$ cat config.mk
export PLATFORM = sky130hd
export DESIGN_NAME = pipelined_control_unit
export DESIGN_NICKNAME = d
export VERILOG_FILES = /design/src/rtl/rv_ctrl_pkg.sv /design/src/rtl/md_sequencer.sv /design/src/rtl/pipelined_control_unit.sv
export SDC_FILE = /design/constraint.sdc
export NUM_CORES = 1
export LEC_CHECK = 0
export BUFFER_PORTS_ARGS = -buffer_cell sky130_fd_sc_hd__clkbuf_2
export CORE_UTILIZATION = 46
export CTS_CLUSTER_SIZE = 40
export DETAILED_ROUTE_END_ITERATION = 10
export PLACE_DENSITY = 0.73
export SLEW_MARGIN = 20
export SYNTH_ARGS = -nofsm -noshare
export SYNTH_HDL_FRONTEND = slang
export SYNTH_SLANG_ARGS = --single-unit
$ cat constraint.sdc
create_clock -name clk -period 2.07 [get_ports clk]
set_clock_uncertainty 0.05 [all_clocks]
set_input_delay 0.414 -clock clk [delete_from_list [all_inputs] [get_ports clk]]
set_output_delay 0.414 -clock clk [all_outputs]
set_load 0.03 [all_outputs]
$ cat src/rtl/rv_ctrl_pkg.sv
// Shared decode constants, control bundle and sequencer state type
// for the pipelined control unit.
package rv_ctrl_pkg;

    localparam logic [6:0] OP_R      = 7'b0110011;
    localparam logic [6:0] OP_I      = 7'b0010011;
    localparam logic [6:0] OP_LOAD   = 7'b0000011;
    localparam logic [6:0] OP_STORE  = 7'b0100011;
    localparam logic [6:0] OP_BRANCH = 7'b1100011;
    localparam logic [6:0] OP_JAL    = 7'b1101111;
    localparam logic [6:0] OP_JALR   = 7'b1100111;
    localparam logic [6:0] OP_LUI    = 7'b0110111;
    localparam logic [6:0] OP_AUIPC  = 7'b0010111;

    localparam logic [6:0] F7_BASE = 7'b0000000;
    localparam logic [6:0] F7_ALT  = 7'b0100000;
    localparam logic [6:0] F7_MEXT = 7'b0000001;

    localparam logic [4:0] ALU_ADD    = 5'd0;
    localparam logic [4:0] ALU_SUB    = 5'd1;
    localparam logic [4:0] ALU_SLL    = 5'd2;
    localparam logic [4:0] ALU_SLT    = 5'd3;
    localparam logic [4:0] ALU_SLTU   = 5'd4;
    localparam logic [4:0] ALU_XOR    = 5'd5;
    localparam logic [4:0] ALU_SRL    = 5'd6;
    localparam logic [4:0] ALU_SRA    = 5'd7;
    localparam logic [4:0] ALU_OR     = 5'd8;
    localparam logic [4:0] ALU_AND    = 5'd9;
    localparam logic [4:0] ALU_PASSB  = 5'd10;
    localparam logic [4:0] ALU_MUL    = 5'd16;
    localparam logic [4:0] ALU_MULH   = 5'd17;
    localparam logic [4:0] ALU_MULHSU = 5'd18;
    localparam logic [4:0] ALU_MULHU  = 5'd19;
    localparam logic [4:0] ALU_DIV    = 5'd20;
    localparam logic [4:0] ALU_DIVU   = 5'd21;
    localparam logic [4:0] ALU_REM    = 5'd22;
    localparam logic [4:0] ALU_REMU   = 5'd23;

    localparam logic [2:0] IMM_NONE = 3'd0;
    localparam logic [2:0] IMM_I    = 3'd1;
    localparam logic [2:0] IMM_S    = 3'd2;
    localparam logic [2:0] IMM_B    = 3'd3;
    localparam logic [2:0] IMM_U    = 3'd4;
    localparam logic [2:0] IMM_J    = 3'd5;

    localparam logic [1:0] WB_ALU = 2'd0;
    localparam logic [1:0] WB_MEM = 2'd1;
    localparam logic [1:0] WB_PC4 = 2'd2;

    typedef enum logic {ST_IDLE, ST_BUSY} md_state_e;

    typedef struct packed {
        logic       reg_write;
        logic [2:0] imm_sel;
        logic       operand_a;
        logic       operand_b;
        logic [1:0] mem_to_reg;
        logic       load;
        logic       store;
        logic       branch;
        logic       jalr;
        logic       mem_en;
        logic       next_sel;
    } ctrl_t;

    function automatic logic [4:0] alu_base(input logic [2:0] f3, input logic alt);
        case (f3)
            3'b000:  return alt ? ALU_SUB : ALU_ADD;
            3'b001:  return ALU_SLL;
            3'b010:  return ALU_SLT;
            3'b011:  return ALU_SLTU;
            3'b100:  return ALU_XOR;
            3'b101:  return alt ? ALU_SRA : ALU_SRL;
            3'b110:  return ALU_OR;
            default: return ALU_AND;
        endcase
    endfunction

endpackage

$ cat src/rtl/md_sequencer.sv
// Multiply/divide sequencer: IDLE/BUSY FSM, latency down-counter
// and the pipeline stall it raises.
module md_sequencer
    import rv_ctrl_pkg::*;
#(
    parameter int MUL_CYCLES = 1,
    parameter int DIV_CYCLES = 32
) (
    input  logic clk,
    input  logic rst,
    input  logic i_start,
    input  logic i_is_div,
    input  logic i_flush,
    output logic o_busy,
    output logic o_last,
    output logic o_stall
);

    md_state_e  r_state;
    md_state_e  w_state_nxt;
    logic [5:0] r_cnt;
    logic [5:0] w_cnt_nxt;
    logic [5:0] w_load;

    assign w_load = i_is_div ? 6'(DIV_CYCLES - 1) : 6'(MUL_CYCLES - 1);

    always_ff @(posedge clk or posedge rst) begin
        if (rst) begin
            r_state <= ST_IDLE;
            r_cnt   <= '0;
        end else begin
            r_state <= w_state_nxt;
            r_cnt   <= w_cnt_nxt;
        end
    end

    always_comb begin
        w_state_nxt = r_state;
        w_cnt_nxt   = r_cnt;
        unique case (r_state)
            ST_IDLE: begin
                if (i_start) begin
                    w_state_nxt = ST_BUSY;
                    w_cnt_nxt   = w_load;
                end
            end
            ST_BUSY: begin
                if (i_flush || r_cnt == '0) begin
                    w_state_nxt = ST_IDLE;
                    w_cnt_nxt   = '0;
                end else begin
                    w_cnt_nxt = r_cnt - 6'd1;
                end
            end
        endcase
    end

    // The entry cycle stalls too, so an op of latency L stalls exactly L cycles.
    always_comb begin
        o_busy  = (r_state == ST_BUSY);
        o_last  = o_busy && (r_cnt == '0) && !i_flush;
        o_stall = !rst && ((!o_busy && i_start) ||
                           (o_busy && (r_cnt != '0) && !i_flush));
    end

endmodule

$ cat src/rtl/pipelined_control_unit.sv
// Registered RV32IM instruction decode with a multi-cycle
// multiply/divide sequencer.
module pipelined_control_unit
    import rv_ctrl_pkg::*;
#(
    parameter int MUL_CYCLES = 1,
    parameter int DIV_CYCLES = 32,
    parameter int ALU_CTRL_W = 5
) (
    input  logic                  clk,
    input  logic                  rst,
    input  logic [6:0]            opcode,
    input  logic [2:0]            fun3,
    input  logic [6:0]            fun7,
    input  logic                  valid,
    input  logic                  load_control,
    input  logic                  flush,
    output logic                  reg_write,
    output logic [2:0]            imm_sel,
    output logic                  operand_a,
    output logic                  operand_b,
    output logic [1:0]            mem_to_reg,
    output logic                  load,
    output logic                  store,
    output logic                  branch,
    output logic                  jalr_out,
    output logic                  mem_en,
    output logic                  next_sel,
    output logic [ALU_CTRL_W-1:0] alu_control,
    output logic                  illegal,
    output logic                  md_done,
    output logic                  stall
);

    ctrl_t                 w_dec;
    logic [4:0]            w_alu;
    logic                  w_legal;
    logic                  w_mop;
    logic                  w_multi;
    logic                  w_start;
    logic                  w_busy;
    logic                  w_last;
    ctrl_t                 r_ctl;
    ctrl_t                 w_ctl_nxt;
    logic [ALU_CTRL_W-1:0] r_alu;
    logic [ALU_CTRL_W-1:0] w_alu_nxt;
    logic                  r_illegal;
    logic                  w_illegal_nxt;
    logic                  r_md_done;
    logic                  w_md_done_nxt;

    assign w_multi = fun3[2] ? (DIV_CYCLES > 1) : (MUL_CYCLES > 1);
    assign w_start = valid && !flush && !load_control && w_mop && w_multi;

    always_comb begin
        w_dec   = '0;
        w_alu   = ALU_ADD;
        w_legal = 1'b1;
        w_mop   = 1'b0;
        case (opcode)
            OP_R: begin
                w_dec.reg_write = 1'b1;
                if (fun7 == F7_MEXT) begin
                    w_mop           = 1'b1;
                    w_alu           = ALU_MUL | {2'b00, fun3};
                    w_dec.reg_write = !w_multi;
                end else if (fun7 == F7_BASE) begin
                    w_alu = alu_base(fun3, 1'b0);
                end else if (fun7 == F7_ALT && (fun3 == 3'b000 || fun3 == 3'b101)) begin
                    w_alu = alu_base(fun3, 1'b1);
                end else begin
                    w_legal = 1'b0;
                end
            end
            OP_I: begin
                w_dec.reg_write = 1'b1;
                w_dec.imm_sel   = IMM_I;
                w_dec.operand_b = 1'b1;
                // Only shifts carry a funct7; elsewhere those bits are immediate.
                w_alu = alu_base(fun3, fun3 == 3'b101 && fun7[5]);
                if (fun3 == 3'b001 && fun7 != F7_BASE)
                    w_legal = 1'b0;
                if (fun3 == 3'b101 && fun7 != F7_BASE && fun7 != F7_ALT)
                    w_legal = 1'b0;
            end
            OP_LOAD: begin
                w_dec.reg_write  = 1'b1;
                w_dec.imm_sel    = IMM_I;
                w_dec.operand_b  = 1'b1;
                w_dec.mem_to_reg = WB_MEM;
                w_dec.load       = 1'b1;
                w_dec.mem_en     = 1'b1;
            end
            OP_STORE: begin
                w_dec.imm_sel   = IMM_S;
                w_dec.operand_b = 1'b1;
                w_dec.store     = 1'b1;
                w_dec.mem_en    = 1'b1;
            end
            OP_BRANCH: begin
                w_dec.imm_sel   = IMM_B;
                w_dec.operand_a = 1'b1;
                w_dec.operand_b = 1'b1;
                w_dec.branch    = 1'b1;
            end
            OP_JAL: begin
                w_dec.reg_write  = 1'b1;
                w_dec.imm_sel    = IMM_J;
                w_dec.operand_a  = 1'b1;
                w_dec.operand_b  = 1'b1;
                w_dec.mem_to_reg = WB_PC4;
                w_dec.next_sel   = 1'b1;
            end
            OP_JALR: begin
                w_dec.reg_write  = 1'b1;
                w_dec.imm_sel    = IMM_I;
                w_dec.operand_b  = 1'b1;
                w_dec.mem_to_reg = WB_PC4;
                w_dec.jalr       = 1'b1;
                w_dec.next_sel   = 1'b1;
            end
            OP_LUI: begin
                w_dec.reg_write = 1'b1;
                w_dec.imm_sel   = IMM_U;
                w_dec.operand_b = 1'b1;
                w_alu           = ALU_PASSB;
            end
            OP_AUIPC: begin
                w_dec.reg_write = 1'b1;
                w_dec.imm_sel   = IMM_U;
                w_dec.operand_a = 1'b1;
                w_dec.operand_b = 1'b1;
            end
            default: w_legal = 1'b0;
        endcase
    end

    md_sequencer #(
        .MUL_CYCLES(MUL_CYCLES),
        .DIV_CYCLES(DIV_CYCLES)
    ) u_md_sequencer (
        .clk     (clk),
        .rst     (rst),
        .i_start (w_start),
        .i_is_div(fun3[2]),
        .i_flush (flush),
        .o_busy  (w_busy),
        .o_last  (w_last),
        .o_stall (stall)
    );

    // Priority: flush, then an in-flight M-op, then bubble requests, then decode.
    always_comb begin
        w_ctl_nxt     = '0;
        w_alu_nxt     = '0;
        w_illegal_nxt = 1'b0;
        w_md_done_nxt = 1'b0;
        if (!flush) begin
            if (w_busy) begin
                w_ctl_nxt           = r_ctl;
                w_ctl_nxt.reg_write = w_last;
                w_alu_nxt           = r_alu;
                w_md_done_nxt       = w_last;
            end else if (valid && !load_control) begin
                if (!w_legal) begin
                    w_illegal_nxt = 1'b1;
                end else begin
                    w_ctl_nxt = w_dec;
                    w_alu_nxt = ALU_CTRL_W'(w_alu);
                end
            end
        end
    end

    always_ff @(posedge clk or posedge rst) begin
        if (rst) begin
            r_ctl     <= '0;
            r_alu     <= '0;
            r_illegal <= 1'b0;
            r_md_done <= 1'b0;
        end else begin
            r_ctl     <= w_ctl_nxt;
            r_alu     <= w_alu_nxt;
            r_illegal <= w_illegal_nxt;
            r_md_done <= w_md_done_nxt;
        end
    end

    assign reg_write   = r_ctl.reg_write;
    assign imm_sel     = r_ctl.imm_sel;
    assign operand_a   = r_ctl.operand_a;
    assign operand_b   = r_ctl.operand_b;
    assign mem_to_reg  = r_ctl.mem_to_reg;
    assign load        = r_ctl.load;
    assign store       = r_ctl.store;
    assign branch      = r_ctl.branch;
    assign jalr_out    = r_ctl.jalr;
    assign mem_en      = r_ctl.mem_en;
    assign next_sel    = r_ctl.next_sel;
    assign alu_control = r_alu;
    assign illegal     = r_illegal;
    assign md_done     = r_md_done;

endmodule

-- Word level (Yosys, flattened, before mapping)
Cells that the tools add are included.
- input bits: 22
- output and inout bits: 22
- word-level logic and storage cells: 126
- register bits: 28
- eq/ne operators: 20
- bitwise gates (word level): 1
- reductions and logical operators: 37
- mux-type cells: 51
- $add $sub $neg: 1
- operators by type and width (kind ; number):
    $pmux 4 s7 ; 3
    $mux 14 ; 4
    $mux 5 ; 7
    $eq 7x6->1 const B ; 4
    $mux 1 ; 27
    $eq 7x7->1 const B ; 3
    $logic_and 1x1->1 ; 16
    $pmux 3 s5 ; 1
    $pmux 5 s3 ; 1
    $eq 7x5->1 const B ; 2
    $mux 6 ; 2
    $pmux 6 s2 ; 1
    $eq 3x3->1 const B ; 3
    $reduce_or 8->1 ; 1
    $eq 7x1->1 const B ; 1
    $eq 7x2->1 const B ; 1
    $logic_not 7->1 ; 1
    $ne 7x6->1 const B ; 1
    $reduce_bool 7->1 ; 1
    $reduce_or 7->1 ; 1
    $eq 3x2->1 const B ; 2
    $logic_not 6->1 ; 1
    $reduce_bool 6->1 ; 1
    $reduce_or 2->1 ; 3
    14 further kinds ; 22

-- Longest topological paths before layout
Gate-level depths: netlist (run 1).
- depth after elaboration: 11
- depth in mapped cells: 7

-- Cells and area by module
From an unflattened synthesis (run 1), not the netlist that was laid out.
- cell total of the unflattened synthesis: 203
- area total of the unflattened synthesis: 1801.7 µm²
- modules (own cells, without submodules) (module ; times used ; cells each ; seq. area each (µm²) ; area each (µm²)):
    pipelined_control_unit ; 1 ; 154 ; 475.5 ; 1357.6
    md_sequencer ; 1 ; 49 ; 175.2 ; 444.2

-- Worst setup path before layout (run 1)
No wires, ideal clock.
- kind: input to output
- start: input port opcode[3]
- end: output port stall
- setup slack: -358 ps
- arrival: 1964 ps
- cell stages on the path: 6
- cell sequence: buf_6 or3b_4 nor2_4 and4b_1 nand3_1 a21oi_1
- longest elaborated chain between the ends: 7
- ends and longest elaborated chain (item ; RTL line ; source):
    from (decl) ; pipelined_control_unit.sv:12 ; input logic [6:0] opcode,
    $eq 7x6->1 ; - ;
    $mux 1 ; pipelined_control_unit.sv:60 ; case (opcode)
    $logic_and 1x1->1 (2 in a row) ; pipelined_control_unit.sv:53 ; assign w_start = valid && !flush && !load_control && w_mop && w_multi;
    $logic_and 1x1->1 ; md_sequencer.sv:62 ; o_stall = !rst && ((!o_busy && i_start) ||
    $logic_or 1x1->1 ; md_sequencer.sv:62 ;
    $logic_and 1x1->1 ; md_sequencer.sv:62 ;
    to (decl) ; pipelined_control_unit.sv:32 ; output logic stall
No other way between the ends.

-- Final worst setup path (run 1)
- start: input port opcode[6]
- end: output port stall
The elaborated chain is that of the path after synthesis.

==> results.py, run 1 <==
metrics = {
    "worst_setup_path": {
        "worstPathRequired_ns": 1.61,
        "rrSetupSlack_ns": 0.41,
        "cp-start-kind": "input pin",
        "reg2reg_to": "alu_control[2]",
        "cp.arrival_ns": 1.68,
        "r2r_start": "u_md_sequencer.o_busy",
        "path_max_fanout": 4,
        "ff2ff_path_depth": 5,
        "endpoint_kind": "primary output",
        "critPathKind": "in2out",
    },
    "global_route": {
        "grt_usage_pct": 24.20,
        "grt_pass1_vias": 1541,
        "antenna_found_initial": 0,
        "grt_pass1_wl_um": 6686,
        "grt_max_degree": 27,
        "grt_overflow": 0,
    },
    "yosys": {
        "postSynthAreaPerCell_um2": 8.801,
        "synth_area_leaders": "dfrtp_1 (42%), nand2_1 (5.8%), o21ai_0 (4.5%), a21oi_1 (3.2%), nand2b_1 (2.8%)",
        "ys.flop_type": "dfrtp_1",
        "synth-seq-area-share_pct": 41.53,
        "syn_nets": 202,
        "synthArstFlopShare_pct": 100.0,
        "synth.largest_area_cell": "dfrtp_1",
        "yosysWarnings": 0,
        "synth_common_cells": "dfrtp_1 (26), nand2_1 (24), o21ai_0 (14)",
        "synth_edf_count": 0,
        "syn_area_um2": 1567,
        "synth_cell_types": 46,
        "synth_most_common_cell": "dfrtp_1",
        "synth_seq_cells": 26,
        "synth_cells": 178,
        "yosysTopAreaCellShare_pct": 41.53,
    },
    "run_status": {
        "outcome": "finished, violations left",
        "failed_checks": "setup timing",
    },
    "die": {
        "rows": 20,
        "die_y_um": 60.36,
        "fp.dieW_um": 60.36,
        "dieArea_um2": 3643,
        "core_um2": 3153,
        "ioPinCount": 44,
        "start_util_pct": 49.68,
    },
    "sta": {
        "fin_crit_sh_pct": 103.7,
        "maxSlewHeadroom_pct": 76.77,
        "hold_viol_final": 0,
        "finalCriticalPeriod_ns": 2.147,
        "rsz0062_at_grt": "yes",
        "tightest_slew_ns": 0.3468,
        "setup_slack_ns": -0.07722,
        "setup_viol": 1,
        "timing.fmax_mhz": 465.7,
        "maxSlewViolCount": 0,
        "holdWs_ns": 0.09998,
    },
    "placed_design": {
        "placed_cell_area_um2": 2016,
        "portBuffers": 43,
        "post-dp-hpwl_um": 3134,
        "placed_cells_incl_taps": 284,
        "post-place-ws_ns": -0.1936,
        "place_congestion": 0.8757,
    },
    "power_and_ir_drop": {
        "internal_power_mw": 0.6361,
        "p_seq_share_pct": 59.7,
        "p_switching_mw": 0.2167,
        "p_per_area_nw_per_um2": 409.4,
        "swShare_pct": 25.41,
        "ir_worst_vdd_mv": 0.2003,
        "p_comb_share_pct": 15.7,
        "clock_power_share_pct": 24.6,
        "power_leakage_nw": 0.9724,
    },
    "cts": {
        "clock_latency_ns": 0.32,
        "clock-root-buffer": "clkbuf_4",
        "cts_tree": "yes",
        "clk_pin_slew_worst_paths_ns": 0.13,
        "cts.sinks": 26,
        "clock_path_buffers": 2,
        "htree_levels": 1,
        "cts_buffers": 3,
    },
    "routing": {
        "drt-initial-drc-count": 76,
        "viasPerCell": 5.750,
        "wl_per_cell_um": 13.98,
        "drt-pass1-iter-count": 4,
        "drc": 0,
        "final_antenna_net_count": 0,
        "routed_wl_um": 4026,
        "dr_total_vias": 1656,
    },
    "cells_and_area": {
        "final_area_um2": 2083,
        "area_growth_pct": 32.99,
        "nets": 270,
        "drive_above_1_share_pct": 36.07,
        "finalNonFillerCells": 288,
        "fill_cells": 284,
        "largest_reg_flops": 6,
        "largest_register": "u_md_sequencer.r_cnt",
        "num_antenna_cells": 0,
        "final_util_pct": 66.07,
    },
    "flow_run": {
        "cap_violations": 0,
    },
    "worst_hold_path": {
        "hold_path.class": "in2async",
    },
}
worst max-delay path, stage by stage:
cell     delay [ns]
buf_6          0.09
or3b_4         0.40
nor2_4         0.13
and4b_1        0.25
nand3_2        0.11
a21oi_4        0.15
buf_8          0.13
worst max-delay path by stage:
stage                         start  endpoint  slack (ns)  depth (start not counted)
after floorplan           opcode[3]     stall       -0.08                          6
after global placement      fun7[1]     stall       -0.16                          7
after detailed placement    fun7[1]     stall       -0.19                          7
after CTS                 opcode[6]     stall       -0.09                          7
after global routing      opcode[6]     stall       -0.12                          7
final                     opcode[6]     stall       -0.08                          7
cells by family after synthesis:
kind of cell             after synthesis  share of synthesized area, %
AND/OR/NAND/NOR                       74                         26.68
adder cells (fa/ha/maj)                2                         1.597
AO/OA/AOI/OAI                         58                         24.44
XOR/XNOR                               1                        0.5592
flip-flops                            26                         41.53
buffers and inverters                 17                         5.192
per-stage QoR:
step / setup TNS (ns) / power [mW]
5_1_grt: -0.1173 / 0.8905
4_1_cts: -0.09133 / 0.8592
3_5_place_dp: -0.8819 / 0.6487
3_3_place_gp: -0.5803 / 0.6421
6_report: -0.07722 / 0.8529
2_1_floorplan: -0.2489 / 0.5797
layer usage:
metal  vias up  global-route usage [%]  part of all wire (%)
met5         -                       0                     0
met4         0                   7.641                   1.5
met3         7                   4.691                   5.5
met2        62                   41.60                    50
met1       793                   30.56                    43
li1        794                       -                     -
cell type report:
| type | count | area [µm²] | area share [%] |
|---|---|---|---|
| multi-input combinational | 135 | 872.1 | 41.86 |
| sequential | 26 | 650.6 | 31.23 |
| timing repair buffer | 73 | 456.7 | 21.92 |
| tap | 44 | 55.05 | 2.643 |
| inverter | 7 | 26.28 | 1.261 |
| clock buffer | 3 | 22.52 | 1.081 |
layout by cell type (no fill, tap or decap), types with 3 or more instances in the layout:
cell      instances
a22o_1            3
nand2_1          24
nand2b_1          7
nor3_1            6
o21ai_1           4
buf_4            30
and3_1            4
a32o_1            3
inv_1             7
nor2_1            6
clkbuf_2         41
o21ai_0          14
nor2b_1           4
o31ai_1           5
dfrtp_1          26
a31oi_1           3
a21oi_1           9
clkbuf_4          3
nand4b_1          3
power groups by stage:
stage | logic [mW] | clock network (mW) | registers [mW]
2_1_floorplan | 0.0583 | 0 | 0.521
3_3_place_gp | 0.123 | 0 | 0.519
3_5_place_dp | 0.129 | 0 | 0.519
4_1_cts | 0.130 | 0.220 | 0.510
5_1_grt | 0.148 | 0.233 | 0.510
6_report | 0.134 | 0.210 | 0.510
timing repair:
action / 4_1_cts / 5_1_grt
setup endpoints to repair: 1 / 2
hold buffers: 0 / 0
gates cloned: 0 / 0
gates resized for setup: 3 / 5
pin swaps: 2 / 1
setup buffers: 0 / 1
Power figures use the tool's default switching activity.
==> run 2: changes to the inputs <==
- BUFFER_PORTS_ARGS: -buffer_cell sky130_fd_sc_hd__clkbuf_2 -> default
- CORE_UTILIZATION: 46 -> 50
- DONT_BUFFER_PORTS: default -> 1
- PLACE_DENSITY: 0.73 -> 0.63
- clock period: 2.07 -> 2.8 ns (I/O delays scaled with it)
==> results.py, run 2 (synthesized netlist as in run 1, its figures left out) <==
metrics = {
    "worst_setup_path": {
        "cp.arrival_ns": 1.89,
        "crit_path_cell_trace": "or3b_4 -> nor2_4 -> and4b_1 -> nand3_1 -> a21oi_1 -> buf_4",
        "cp-start-kind": "input pin",
        "r2r_start": "u_md_sequencer.o_busy",
        "endpoint_kind": "primary output",
        "worst-path-buf-inv": 1,
        "startpoint": "opcode[6]",
        "cp.depth": 6,
        "path_max_fanout": 9,
        "critical-path-top-delay-family": "simple AND/OR/NAND/NOR gates",
        "worstPathRequired_ns": 2.19,
        "max_stage_delay_ns": 0.42,
        "cp_slowest_cell": "or3b_4",
        "ff2ff_path_depth": 4,
        "critPathKind": "in2out",
    },
    "die": {
        "die_y_um": 57.98,
        "start_util_pct": 54.91,
        "fp.dieW_um": 57.98,
        "rows": 19,
        "dieArea_um2": 3361,
        "ioPinCount": 44,
        "core_um2": 2853,
    },
    "power_and_ir_drop": {
        "ir_worst_vdd_mv": 0.2521,
        "p_per_area_nw_per_um2": 415.0,
        "power_leakage_nw": 0.6559,
    },
    "cells_and_area": {
        "area_growth_pct": 3.754,
        "nets": 200,
        "finalNonFillerCells": 206,
        "final_area_um2": 1625,
        "largest_reg_flops": 6,
        "final_cell_mix": "dfrtp_1 (26), nand2_1 (24), o21ai_0 (14)",
        "num_antenna_cells": 0,
        "fill_cells": 264,
        "final_util_pct": 56.97,
        "final_common_cell": "dfrtp_1",
        "drive_above_1_share_pct": 7.429,
        "largest_register": "u_md_sequencer.r_cnt",
    },
    "global_route": {
        "grt_overflow": 0,
        "grt_usage_pct": 22.59,
        "use_met2_pct": 33.83,
        "grt_max_degree": 27,
        "use_met1_pct": 31.17,
        "grt_pass1_vias": 1273,
        "grtUsageMet3_pct": 4.911,
        "grt_pass1_wl_um": 5747,
        "grt.busiest_layer": "met2",
        "antenna_found_initial": 0,
    },
    "placed_design": {
        "placed_cells_incl_taps": 202,
        "placed_cell_area_um2": 1573,
        "post-place-ws_ns": 0.2872,
        "place_congestion": 0.8666,
        "post-dp-hpwl_um": 2643,
        "portBuffers": 0,
    },
    "sta": {
        "setup_viol": 0,
        "tightest_slew_ns": 0.9461,
        "rsz0062_at_grt": "no",
        "timing.fmax_mhz": 399.2,
        "maxSlewHeadroom_pct": 36.86,
        "fin_crit_sh_pct": 89.46,
        "finalCriticalPeriod_ns": 2.505,
        "maxSlewViolCount": 0,
        "setup_slack_ns": 0.2951,
        "fin_tns_setup_ns": 0,
        "hold_viol_final": 0,
    },
    "routing": {
        "viasPerCell": 6.432,
        "drt-pass1-iter-count": 7,
        "final_antenna_net_count": 0,
        "drc": 3,
        "dr_total_vias": 1325,
        "routed_wl_um": 3438,
        "drt-initial-drc-count": 71,
        "wl_per_cell_um": 16.69,
    },
    "cts": {
        "cts_buffers": 3,
        "clock-root-buffer": "clkbuf_4",
        "clock_path_buffers": 2,
        "cts_resized": 0,
        "postCtsSetupRepairBufs": 0,
        "cts.sinks": 26,
        "htree_levels": 1,
        "ctsHoldBuffers": 0,
        "clock_latency_ns": 0.32,
        "cts_tree": "yes",
        "clk_pin_slew_worst_paths_ns": 0.14,
    },
    "flow_run": {
        "cap_violations": 0,
    },
    "worst_hold_path": {
        "hold_path.class": "in2async",
    },
    "run_status": {
        "outcome": "finished, violations left",
        "failed_checks": "DRC",
    },
}
[run 2: cell types whose count changed in the layout (fill, tap and decap cells not counted), moves of 2 or more]
| cell | delta |
|---|---|
| clkbuf_2 | -41 |
| nor3_1 | +2 |
| buf_4 | -27 |
| nor3_2 | -2 |
[run 2: final cells by class]
class | instances | area [µm²] | area share [%]
multi-input combinational | 135 | 834.6 | 51.35
inverter | 7 | 26.28 | 1.617
tap | 31 | 38.79 | 2.386
sequential | 26 | 650.6 | 40.03
timing repair buffer | 3 | 22.52 | 1.386
clock buffer | 3 | 22.52 | 1.386
clock inverter | 1 | 30.03 | 1.848
[run 2: metrics by stage]
stage | hold WS (ns) | total power [mW]
CTS | 0.2569 | 0.6805
finish | 0.2691 | 0.6746
global placement | 0.4467 | 0.4273
detailed placement | 0.4494 | 0.4281
global route | 0.2456 | 0.7022
floorplan | 0.4194 | 0.4283
[run 2: worst register-to-register path, delay by kind of cell (launching register included)]
kind / cells / cell delay (ns)
flip-flops: 1 / 0.53
AO/OA/AOI/OAI: 2 / 0.32
AND/OR/NAND/NOR: 2 / 0.86
[run 2: per-layer routing]
metal	wire length, µm	vias up
met4	87	0
met3	183	9
met5	0	-
met1	1625	611
li1	-	657
met2	1543	48
[run 2: report_power, final]
part | total (mW) | internal (mW) | switching, mW
combinational | 0.0422 | 0.0164 | 0.0259
clock | 0.254 | 0.145 | 0.109
sequential | 0.379 | 0.376 | 0.00229
total | 0.675 | 0.537 | 0.137
[run 2: final timing paths]
| kind | endpoint | slack [ns] |
|---|---|---|
| worst max-delay path | stall | 0.30 |
| worst min-delay path | alu_control[1] | 0.27 |
| worst max register to register | alu_control[3] | 0.99 |
| worst min register to register | u_md_sequencer.r_cnt[5] | 0.47 |
| max in group asynchronous | u_md_sequencer.r_cnt[3] | 1.85 |
| min in group clk | jalr_out | 0.27 |
==> run 3: changes to the inputs <==
- SYNTH_HIERARCHICAL: default -> 1
==> results.py, run 3 <==
metrics = {
    "cts": {
        "clock_latency_ns": 0.33,
        "clk_pin_slew_worst_paths_ns": 0.15,
        "cts_buffers": 3,
        "ctsHoldBuffers": 0,
        "cts.sinks": 26,
        "clock-root-buffer": "clkbuf_4",
        "clock_path_buffers": 2,
        "htree_levels": 1,
        "cts_tree": "yes",
    },
    "yosys": {
        "yosysTopAreaCellShare_pct": 36.11,
        "synth_common_cells": "nand2_1 (29), dfrtp_1 (26), nor2_1 (13)",
        "synthArstFlopShare_pct": 100.0,
        "synth_area_leaders": "dfrtp_1 (36%), nand2_1 (6.0%), o21ai_2 (4.4%), o31ai_1 (2.9%), nor2_1 (2.7%)",
        "synth-seq-area-share_pct": 36.11,
        "synth_seq_cells": 26,
        "ys.flop_type": "dfrtp_1",
        "synth_cells": 203,
        "synth.largest_area_cell": "dfrtp_1",
        "syn_area_um2": 1802,
        "synth_most_common_cell": "nand2_1",
        "syn_nets": 227,
        "postSynthAreaPerCell_um2": 8.876,
        "synth_edf_count": 0,
        "synth_cell_types": 61,
        "yosysWarnings": 6,
    },
    "power_and_ir_drop": {
        "p_per_area_nw_per_um2": 367.1,
        "power_leakage_nw": 0.7790,
        "finalPower_mw": 0.6986,
        "ir_worst_vdd_mv": 0.1570,
    },
    "cells_and_area": {
        "final_area_um2": 1903,
        "area_growth_pct": 5.625,
        "final_common_cell": "nand2_1",
        "fill_cells": 308,
        "num_antenna_cells": 0,
        "largest_reg_flops": 6,
        "largest_register": "u_md_sequencer/r_cnt",
        "drive_above_1_share_pct": 17.91,
        "final_cell_mix": "nand2_1 (29), dfrtp_1 (26), nor2_1 (13)",
        "nets": 226,
    },
    "sta": {
        "hold_viol_final": 7,
        "holdWs_ns": -0.01373,
        "fin_tns_setup_ns": 0,
        "setup_viol": 0,
        "fin_crit_sh_pct": 93.54,
        "timing.fmax_mhz": 381.8,
        "maxSlewHeadroom_pct": 32.32,
        "setup_slack_ns": 0.1810,
        "rsz0062_at_grt": "no",
        "maxSlewViolCount": 0,
        "tightest_slew_ns": 1.015,
        "finalCriticalPeriod_ns": 2.619,
    },
    "worst_setup_path": {
        "cp_slowest_cell": "nor4_2",
        "cp-start-kind": "input pin",
        "max_stage_delay_ns": 0.28,
        "crit_path_cell_trace": "nor4_2 -> and4bb_2 -> nor2b_1 -> and3_1 -> inv_1 -> o21ai_1 -> and2_1 -> buf_12",
        "critPathKind": "in2out",
        "cp.arrival_ns": 2.01,
        "path_max_fanout": 3,
        "endpoint_kind": "primary output",
        "worstPathRequired_ns": 2.19,
    },
    "flow_run": {
        "cap_violations": 0,
    },
    "routing": {
        "viasPerCell": 6.223,
        "drt-initial-drc-count": 94,
        "wl_per_cell_um": 16.47,
        "routed_wl_um": 4069,
        "final_antenna_net_count": 0,
        "drt-pass1-iter-count": 4,
        "dr_total_vias": 1537,
        "drc": 0,
    },
    "die": {
        "start_util_pct": 53.16,
        "fp.dieW_um": 62.03,
        "dieArea_um2": 3848,
        "core_um2": 3390,
        "die_y_um": 62.03,
        "ioPinCount": 44,
        "rows": 21,
    },
    "run_status": {
        "failed_checks": "hold timing",
        "outcome": "finished, violations left",
    },
    "global_route": {
        "grt_overflow": 0,
        "grt_pass1_wl_um": 6244,
        "antenna_found_initial": 0,
        "grt_pass1_vias": 1387,
        "grt_max_degree": 20,
        "grt_usage_pct": 22.15,
    },
    "placed_design": {
        "placed_cell_area_um2": 1844,
        "post-dp-hpwl_um": 3156,
        "post-place-ws_ns": 0.1145,
        "portBuffers": 0,
        "place_congestion": 0.9113,
    },
    "worst_hold_path": {
        "hold_path.class": "in2async",
    },
}
[run 3: cell types whose count changed after synthesis, moves of 3 or more]
cell,previous run,this run
a32o_1,3,0
nor2_1,6,13
o21ai_2,1,9
a211oi_2,0,3
o21ai_0,14,6
nand4b_1,3,0
nand2_1,24,29
o21ai_1,4,1
a22o_1,3,0
[run 3: metrics by stage]
stage          instances  util [%]
2_1_floorplan        203         -
3_3_place_gp         243     54.41
3_5_place_dp         243     54.41
4_1_cts              247     55.96
5_1_grt              247     56.15
6_report             247     56.15
[run 3: timing repair]
| item | in CTS | in global routing |
|---|---|---|
| setup endpoints to repair | 0 | 1 |
| buffers inserted | 0 | 0 |
| gates resized for setup | 0 | 1 |
[run 3: kinds of logic after synthesis]
group	synth area share [%]
xor gates and xnor gates	0.9724
muxes	0.5556
buffers and inverters	5.694
and+or+nand+nor	30.28
adders and majority gates	1.389
AOI/OAI and AO/OA	25.00
DFF	36.11
[run 3: critical path: cells and delay by family]
kind                   cells  cell delay [ns]
and+or+nand+nor            5             1.10
buffers and inverters      2             0.20
AOI/OAI and AO/OA          1             0.15
[run 3: final cells by class]
class                   count  area, µm²  area share, %
clock inverters             1      30.03          1.578
repair buffers              6      57.56          3.024
well taps                  46      57.56          3.024
flip-flops and latches     26      650.6          34.19
clock buffers               3      22.52          1.183
multi-input cells         157       1055          55.42
inverters                   8      30.03          1.578
[run 3: power breakdown]
part | switching (mW) | internal (mW) | total, mW
combinational | 0.0312 | 0.0236 | 0.0548
clock | 0.121 | 0.145 | 0.266
sequential | 0.00178 | 0.376 | 0.378
total | 0.154 | 0.545 | 0.699
[run 3: worst paths after layout]
path | startpoint | end | slack, ns | cells after the start
hold reg to reg | u_md_sequencer/r_cnt[5] | u_md_sequencer/r_cnt[5] | 0.50 | 2
setup reg to reg | u_md_sequencer/o_busy | alu_control[3] | 0.66 | 5
max in group asynchronous | rst | imm_sel[2] | 2.08 | 1
hold / removal | rst | u_md_sequencer/o_busy | -0.01 | 1
setup / recovery | fun7[3] | stall | 0.18 | 8
min in group clk | opcode[4] | mem_en | 0.25 | 1
[run 3: metal layers]
metal  part of all wire (%)  global-route usage, %  vias up
met5                      0                      0        -
met4                    1.8                  9.206        0
met3                    7.9                  4.969       10
met2                     48                  34.95       67
met1                     42                  29.17      726
li1                       -                      -      734
